==> src/rtl/instr_fetch_queue.sv <==
// Fetch front end: one outstanding imem read, returned words buffered with their PCs; state moves on the falling clock edge.
// Head appears the edge after ack with no bypass; fetch stalls when the FIFO plus the in-flight slot would overflow, and a redirect flushes.
module instr_fetch_queue #(
  parameter int                DEPTH    = 4,
  parameter int                PC_W     = 16,
  parameter logic [PC_W-1:0]   RESET_PC = '0
) (
  input  logic                         clock,
  input  logic                         reset_n,
  output logic                         imem_req,
  output logic [PC_W-1:0]              imem_addr,
  input  logic                         imem_ack,
  input  logic [15:0]                  imem_rdata,
  input  logic                         redirect,
  input  logic [PC_W-1:0]              redirect_pc,
  input  logic                         deq_ready,
  output logic                         deq_valid,
  output logic [15:0]                  deq_instr,
  output logic [PC_W-1:0]              deq_pc,
  output logic [$clog2(DEPTH+1)-1:0]   count
);

  localparam int CNT_W = $clog2(DEPTH+1);
  localparam int PTR_W = $clog2(DEPTH);

  typedef enum logic [1:0] {ST_IDLE, ST_WAIT, ST_DROP} state_e;

  state_e             state_q, state_d;
  logic [PC_W-1:0]    fetch_pc_q, fetch_pc_d;
  logic [PC_W-1:0]    addr_q, addr_d;
  logic [PTR_W-1:0]   rd_ptr_q, rd_ptr_d;
  logic [PTR_W-1:0]   wr_ptr_q, wr_ptr_d;
  logic [CNT_W-1:0]   count_q, count_d;
  logic [CNT_W-1:0]   count_after;
  logic [PC_W-1:0]    pc_mem_q    [DEPTH];
  logic [15:0]        instr_mem_q [DEPTH];
  logic               ack_vld;
  logic               push;
  logic               pop;

  always_comb begin
    ack_vld     = imem_ack && (state_q != ST_IDLE);
    pop         = (count_q != '0) && deq_ready && !redirect;
    push        = (state_q == ST_WAIT) && ack_vld && !redirect;
    count_after = count_q + CNT_W'(push) - CNT_W'(pop);

    state_d     = state_q;
    fetch_pc_d  = fetch_pc_q;
    addr_d      = addr_q;
    rd_ptr_d    = pop  ? rd_ptr_q + 1'b1 : rd_ptr_q;
    wr_ptr_d    = push ? wr_ptr_q + 1'b1 : wr_ptr_q;
    count_d     = count_after;

    case (state_q)
      ST_IDLE: begin
        if (redirect) begin
          fetch_pc_d = redirect_pc;
        end else if (count_q < CNT_W'(DEPTH)) begin
          state_d = ST_WAIT;
          addr_d  = fetch_pc_q;
        end
      end
      ST_WAIT: begin
        if (redirect) begin
          fetch_pc_d = redirect_pc;
          state_d    = ack_vld ? ST_IDLE : ST_DROP;
        end else if (ack_vld) begin
          fetch_pc_d = fetch_pc_q + 1'b1;
          // Keep streaming only while the next word is guaranteed a slot.
          if (count_after < CNT_W'(DEPTH)) begin
            addr_d = fetch_pc_q + 1'b1;
          end else begin
            state_d = ST_IDLE;
          end
        end
      end
      ST_DROP: begin
        if (redirect) begin
          fetch_pc_d = redirect_pc;
        end
        if (ack_vld) begin
          state_d = ST_IDLE;
        end
      end
      default: state_d = ST_IDLE;
    endcase

    if (redirect) begin
      rd_ptr_d = '0;
      wr_ptr_d = '0;
      count_d  = '0;
    end
  end

  always_ff @(negedge clock or negedge reset_n) begin
    if (!reset_n) begin
      state_q    <= ST_IDLE;
      fetch_pc_q <= RESET_PC;
      addr_q     <= RESET_PC;
      rd_ptr_q   <= '0;
      wr_ptr_q   <= '0;
      count_q    <= '0;
      for (int i = 0; i < DEPTH; i++) begin
        pc_mem_q[i]    <= '0;
        instr_mem_q[i] <= '0;
      end
    end else begin
      state_q    <= state_d;
      fetch_pc_q <= fetch_pc_d;
      addr_q     <= addr_d;
      rd_ptr_q   <= rd_ptr_d;
      wr_ptr_q   <= wr_ptr_d;
      count_q    <= count_d;
      if (push) begin
        pc_mem_q[wr_ptr_q]    <= fetch_pc_q;
        instr_mem_q[wr_ptr_q] <= imem_rdata;
      end
    end
  end

  assign imem_req  = (state_q != ST_IDLE);
  assign imem_addr = addr_q;
  assign deq_valid = (count_q != '0);
  assign deq_pc    = pc_mem_q[rd_ptr_q];
  assign deq_instr = instr_mem_q[rd_ptr_q];
  assign count     = count_q;

endmodule

==> config.mk <==
export PLATFORM = sky130hd
export DESIGN_NAME = instr_fetch_queue
export DESIGN_NICKNAME = d
export VERILOG_FILES = /design/src/rtl/instr_fetch_queue.sv
export SDC_FILE = /design/constraint.sdc
export NUM_CORES = 1
export LEC_CHECK = 0
export CORE_MARGIN = 4
export CORE_UTILIZATION = 51
export DETAILED_ROUTE_END_ITERATION = 6
export HOLD_SLACK_MARGIN = 0.03
export PLACE_DENSITY = 0.76
export SKIP_CTS_REPAIR_TIMING = 1
export SLEW_MARGIN = 30
export SYNTH_ARGS = -nofsm -noshare
export SYNTH_HDL_FRONTEND = slang
export SYNTH_SLANG_ARGS = --single-unit
==> constraint.sdc <==
create_clock -name clock -period 2.6 [get_ports clock]
set_clock_uncertainty 0.05 [all_clocks]
set_input_delay 0.39 -clock clock [delete_from_list [all_inputs] [get_ports clock]]
set_output_delay 0.39 -clock clock [all_outputs]
set_load 0.02 [all_outputs]
==> results of run 1 <==
area by class of cell:
cell class | instances | share of cell area [%]
sequential | 169 | 37.7
clock buffer | 19 | 3.95
tap | 211 | 2.35
timing repair buffer | 186 | 18.5
multi-input combinational | 367 | 35.4
clock inverter | 13 | 1.73
inverter | 7 | 0.257
worst paths after layout:
path                                  from              end
max                            rd_ptr_q[0]        deq_pc[5]
min                        instr_mem_q[11]  instr_mem_q[11]
max reg2reg                       count[2]    imem_addr[14]
min reg2reg                instr_mem_q[11]  instr_mem_q[11]
max in group asynchronous          reset_n    fetch_pc_q[9]
min in group asynchronous          reset_n         count[0]
metrics by stage:
step | std cells | hold slack (ns) | power, µW
after CTS | 938 | 0.384 | 11600
final | 972 | 0.396 | 12300
after detailed placement | 906 | 0.382 | 8880
after global placement | 906 | 0.367 | 8690
after floorplan | 598 | 0.355 | 6820
after global routing | 972 | 0.403 | 12800
cell usage after synthesis, types with 2 or more instances:
library cell / instances / area, µm²
dfrtn_1: 169 / 4230
mux2_2: 124 / 1400
nand2_1: 33 / 124
mux4_2: 32 / 721
o21ai_0: 29 / 145
buf_2: 24 / 120
a21oi_1: 21 / 105
nor2_1: 16 / 60.1
clkbuf_1: 15 / 56.3
buf_4: 13 / 97.6
nand3_1: 12 / 60.1
nand4_1: 10 / 62.6
xnor2_1: 9 / 78.8
nor4_1: 8 / 50.1
ha_1: 7 / 87.6
inv_1: 7 / 26.3
xor2_1: 7 / 61.3
o22ai_1: 6 / 37.5
a2bb2oi_1: 5 / 43.8
nor2b_1: 5 / 31.3
nand2_2: 4 / 25.0
nand2b_1: 4 / 25.0
and3_1: 3 / 18.8
a22oi_1: 2 / 15.0
a32oi_1: 2 / 17.5
buf_1: 2 / 7.51
mux2i_1: 2 / 20.0
nand4_2: 2 / 25.0
nor3_1: 2 / 10.0
o31a_1: 2 / 17.5
or3_1: 2 / 12.5
or4_1: 2 / 15.0
layer usage:
metal / share of wire (%) / vias to the layer above / global-route usage, %
li1: - / 2496 / -
met1: 42 / 2987 / 28.4
met2: 51 / 246 / 35.2
met3: 4.7 / 39 / 4.14
met4: 2.1 / 0 / 6.24
met5: 0 / - / 0
registers in the layout, summed over array words and instances, names as in the netlist:
| name | count |
|---|---|
| instr_mem_q | 64 |
| pc_mem_q | 64 |
| fetch_pc_q | 16 |
| imem_addr | 16 |
| count | 3 |
| rd_ptr_q | 2 |
| state_q | 2 |
| wr_ptr_q | 2 |
power by group:
part	switching, µW	leakage, µW	internal (µW)
Combinational	2490	0.00285	2890
Clock	1080	0.000302	1650
Sequential	681	0.00219	3470
Total	4250	0.00534	8020
kinds of logic after synthesis:
| family | after synthesis | synth area share [%] |
|---|---|---|
| AOI/OAI and AO/OA | 74 | 5.52 |
| xor gates and xnor gates | 17 | 2.04 |
| adders and majority gates | 8 | 1.35 |
| buffers and inverters | 62 | 4.00 |
| DFF | 169 | 53.0 |
| muxes | 158 | 26.8 |
| and+or+nand+nor | 110 | 7.26 |
worst register-to-register path: stages, from the launching register on:
cell      delay [ns]
dfrtn_1         0.36
or3_4           0.40
buf_4           0.15
nand2_2         0.09
nor2_4          0.05
ha_4            0.23
inv_2           0.06
ha_4            0.11
inv_2           0.03
fa_2            0.33
xnor3_2         0.28
a21oi_4         0.28
buf_6           0.15
nand2b_4        0.05
o31a_1          0.10
==> impl_metrics.json, run 1 <==
{
  "status": "finished, violations left",
  "violations": "setup timing",
  "syn_nets": 643,
  "synth_area_um2": 7980,
  "synth_flop_cell": "dfrtn_1",
  "final_common_cell": "dfrtn_1",
  "cts_buffers": 17,
  "overflow": 0,
  "die_area_um2": 17700,
  "layout_common_cells": "dfrtn_1 (169), mux2_4 (94), buf_4 (47)",
  "critPathLaunchType": "flop",
  "clock_sinks": 169,
  "critical-path-max-stage-delay_ns": 0.52,
  "synth_seq_cells": 169,
  "areaGrowthSynthToFinish_pct": 40.6,
  "fin_ws_ns": -1.02,
  "firstDrtPassIters": 7,
  "drt_iter0_drc": 620,
  "fillers": 900,
  "globalplace.congestion": 0.901,
  "rsz0062_at_grt": "true",
  "port_buffers": 89,
  "synth.distinct_cells": 49,
  "cts_tree": "built",
  "synth-edff-count": 0,
  "slew_viol_final": 0,
  "vias": 5768,
  "crit_slowest_cell": "mux4_2",
  "cp_cell_sequence": "buf_12 -> buf_12 -> mux4_2 -> buf_2",
  "grt_usage_pct": 21.2,
  "yosysSeqAreaShare_pct": 53.0,
  "leakagePower_uw": 0.00534,
  "tns_ns": -66.31,
  "start_util_pct": 52.3,
  "hpwl_mm": 12.7,
  "n_antenna_cell": 0,
  "pre_cts_ws_ns": -1.79,
  "cp_common_cell": "buf_12",
  "critPathArrivalTime_ns": 3.18,
  "placed_area_um2": 9600,
  "grt_pass1_vias": 5636,
  "die_w_um": 133,
  "core_um2": 15300,
  "routed_wl_mm": 22.4,
  "crit_required_ns": 2.16,
  "route.detailed.wl_per_inst_um": 23.0,
  "setup_violations": 199,
  "ant_nets": 0,
  "antenna_found_initial": 0,
  "multi_input_area_um2": 3980,
  "cts-root-buf": "clkbuf_16",
  "rr_worst_depth": 14,
  "syn_area_per_cell_um2": 13.3,
  "regArea_um2": 4230,
  "die_y_um": 133,
  "htreeDepth": 4,
  "endpoint_kind": "primary output",
  "ys_warn_count": 0,
  "critical_path_class": "reg2out",
  "grt_pass1_wl_mm": 29.7,
  "cp_top_family": "multiplexers",
  "drcViolationCount": 0,
  "hp-class": "reg2reg",
  "async_flop_share_pct": 100,
  "path_clk_slew_ns": 0.05,
  "regToRegSetupSlack_ns": -0.26,
  "path_max_fanout": 10,
  "fin_area_um2": 11200,
  "insertion_delay_ns": 0.40,
  "synth_cells": 598,
  "layout-drive-gt1-share_pct": 50.2,
  "viasPerCell": 5.93,
  "io_pins": 90,
  "final_util_pct": 73.5,
  "vdd_drop_max_mv": 0.617,
  "cp_num_cells": 4,
  "hold_viol_final": 0,
  "powerDensity_nw_per_um2": 1090,
  "fin_nets": 793,
  "max-cap-violations": 0,
  "hold_depth": 1,
  "worst_pin_slew_ns": 0.492,
  "clockBufferDepth": 2,
  "path_buf_inv": 3,
  "rows": 45,
  "grt_max_degree": 36,
  "relSlewSlack_pct": 67.2
}
(Power assumes the default switching activity.)
==> run 2: changes to the inputs <==
Settings changed: REMOVE_ABC_BUFFERS set to 1.
==> run 2 against run 1 <==
Compared with the run above:
- the run still ends with setup timing left
- register-to-register slack lost 0.12 ns
- routed wire length shrank 12%
- largest cell class unchanged
- core utilization shrank 4.6 points
- combinational power shrank 1%
==> impl_metrics.json, run 2 (synthesis results as in run 1) <==
{
  "route.detailed.wl_per_inst_um": 21.0,
  "antenna_found_initial": 0,
  "rsz0062_at_grt": "true",
  "tns_ns": -70.73,
  "htreeDepth": 4,
  "path_max_fanout": 5,
  "critical_path_class": "in2reg",
  "leakagePower_uw": 0.00477,
  "hp-class": "reg2reg",
  "io_pins": 90,
  "fin_ws_ns": -1.05,
  "placed_area_um2": 9380,
  "biggestRegsByFlops": "instr_mem_q (64), pc_mem_q (64)",
  "fin_area_um2": 10500,
  "grt_pass1_vias": 5779,
  "grt_max_degree": 45,
  "start_util_pct": 52.3,
  "clockBufferDepth": 2,
  "powerDensity_nw_per_um2": 1150,
  "cts-root-buf": "clkbuf_16",
  "overflow": 0,
  "layout-drive-gt1-share_pct": 46.0,
  "fillers": 1056,
  "insertion_delay_ns": 0.40,
  "slew_viol_final": 0,
  "hpwl_mm": 12.6,
  "grt_usage_pct": 22.0,
  "relSlewSlack_pct": 58.1,
  "firstDrtPassIters": 5,
  "ant_nets": 0,
  "areaGrowthSynthToFinish_pct": 31.7,
  "max-cap-violations": 0,
  "hold_viol_final": 0,
  "final_common_cell": "dfrtn_1",
  "violations": "setup timing",
  "path_clk_slew_ns": 0.05,
  "crit_required_ns": 1.49,
  "multi_input_area_um2": 3590,
  "drt_iter0_drc": 489,
  "status": "finished, violations left",
  "drcViolationCount": 0,
  "viasPerCell": 5.82,
  "vias": 5477,
  "worst_pin_slew_ns": 0.623,
  "port_buffers": 89,
  "n_antenna_cell": 0,
  "fin_nets": 763,
  "cts_tree": "built",
  "core_um2": 15300,
  "vdd_drop_max_mv": 0.732,
  "routed_wl_mm": 19.7,
  "clock_sinks": 169,
  "critPathArrivalTime_ns": 2.55,
  "critPathLaunchType": "input port",
  "p_total_uw": 12000,
  "final_util_pct": 68.8,
  "layout_common_cells": "dfrtn_1 (169), mux2_2 (116), buf_6 (66)",
  "pre_cts_ws_ns": -1.83,
  "setup_violations": 196,
  "rows": 45,
  "endpoint_kind": "flop",
  "grt_pass1_wl_mm": 30.5,
  "die_w_um": 133,
  "die_area_um2": 17700,
  "die_y_um": 133,
  "regArea_um2": 4230,
  "globalplace.congestion": 0.891,
  "cts_buffers": 17
}
[run 2: changes by cell type in the layout (fill, tap and decap cells not counted), moves of 9 or more]
cell     previous run  this run
mux2_2             30       116
mux2_4             94         8
buf_6              36        66
buf_2              22         0
buf_4              47        34
o21ai_0            11        20
[run 2: per-stage QoR]
| step | cells | hold WS [ns] |
|---|---|---|
| after detailed placement | 895 | 0.381 |
| after global routing | 941 | 0.411 |
| after global placement | 895 | 0.370 |
| final | 941 | 0.378 |
| after CTS | 926 | 0.381 |
| after floorplan | 543 | 0.355 |
[run 2: final cells by class]
type,instances,area share [%]
multi-input combinational,367,34.2
inverter,7,0.274
timing repair buffer,156,17.0
tap,211,2.51
sequential,169,40.3
clock buffer,21,4.38
clock inverter,10,1.37
[run 2: worst max-delay path: stages]
cell and delay (ns):
buf_6 0.09, and4bb_2 0.30, inv_2 0.06, ha_4 0.22, inv_4 0.06, ha_4 0.12, inv_2 0.04, fa_2 0.34
xnor3_1 0.25, a21oi_4 0.34, buf_12 0.17, nor2b_1 0.12, a21oi_1 0.04
[run 2: final timing paths]
path	from	endpoint	slack, ns	depth (start not counted)
worst min register to register	pc_mem_q[25]	pc_mem_q[25]	0.38	2
max in group asynchronous	reset_n	pc_mem_q[11]	0.99	2
worst max register to register	count[0]	imem_addr[15]	-0.38	14
worst min-delay path	pc_mem_q[25]	pc_mem_q[25]	0.38	2
worst max-delay path	redirect	imem_addr[15]	-1.05	13
min in group asynchronous	reset_n	instr_mem_q[50]	0.97	1
[run 2: where the power goes]
part,internal [µW],leakage (µW),switching (µW),total (µW)
clock,1560,0.000291,1020,2580
combinational,2950,0.00229,2380,5330
sequential,3470,0.00219,648,4120
[run 2: metal layers]
layer	vias to the layer above	track usage, %	part of all wire (%)
met5	-	0	0
met4	0	8.03	2.4
met3	39	5.36	5.6
met2	205	35.4	50
met1	2811	29.1	42
li1	2422	-	-
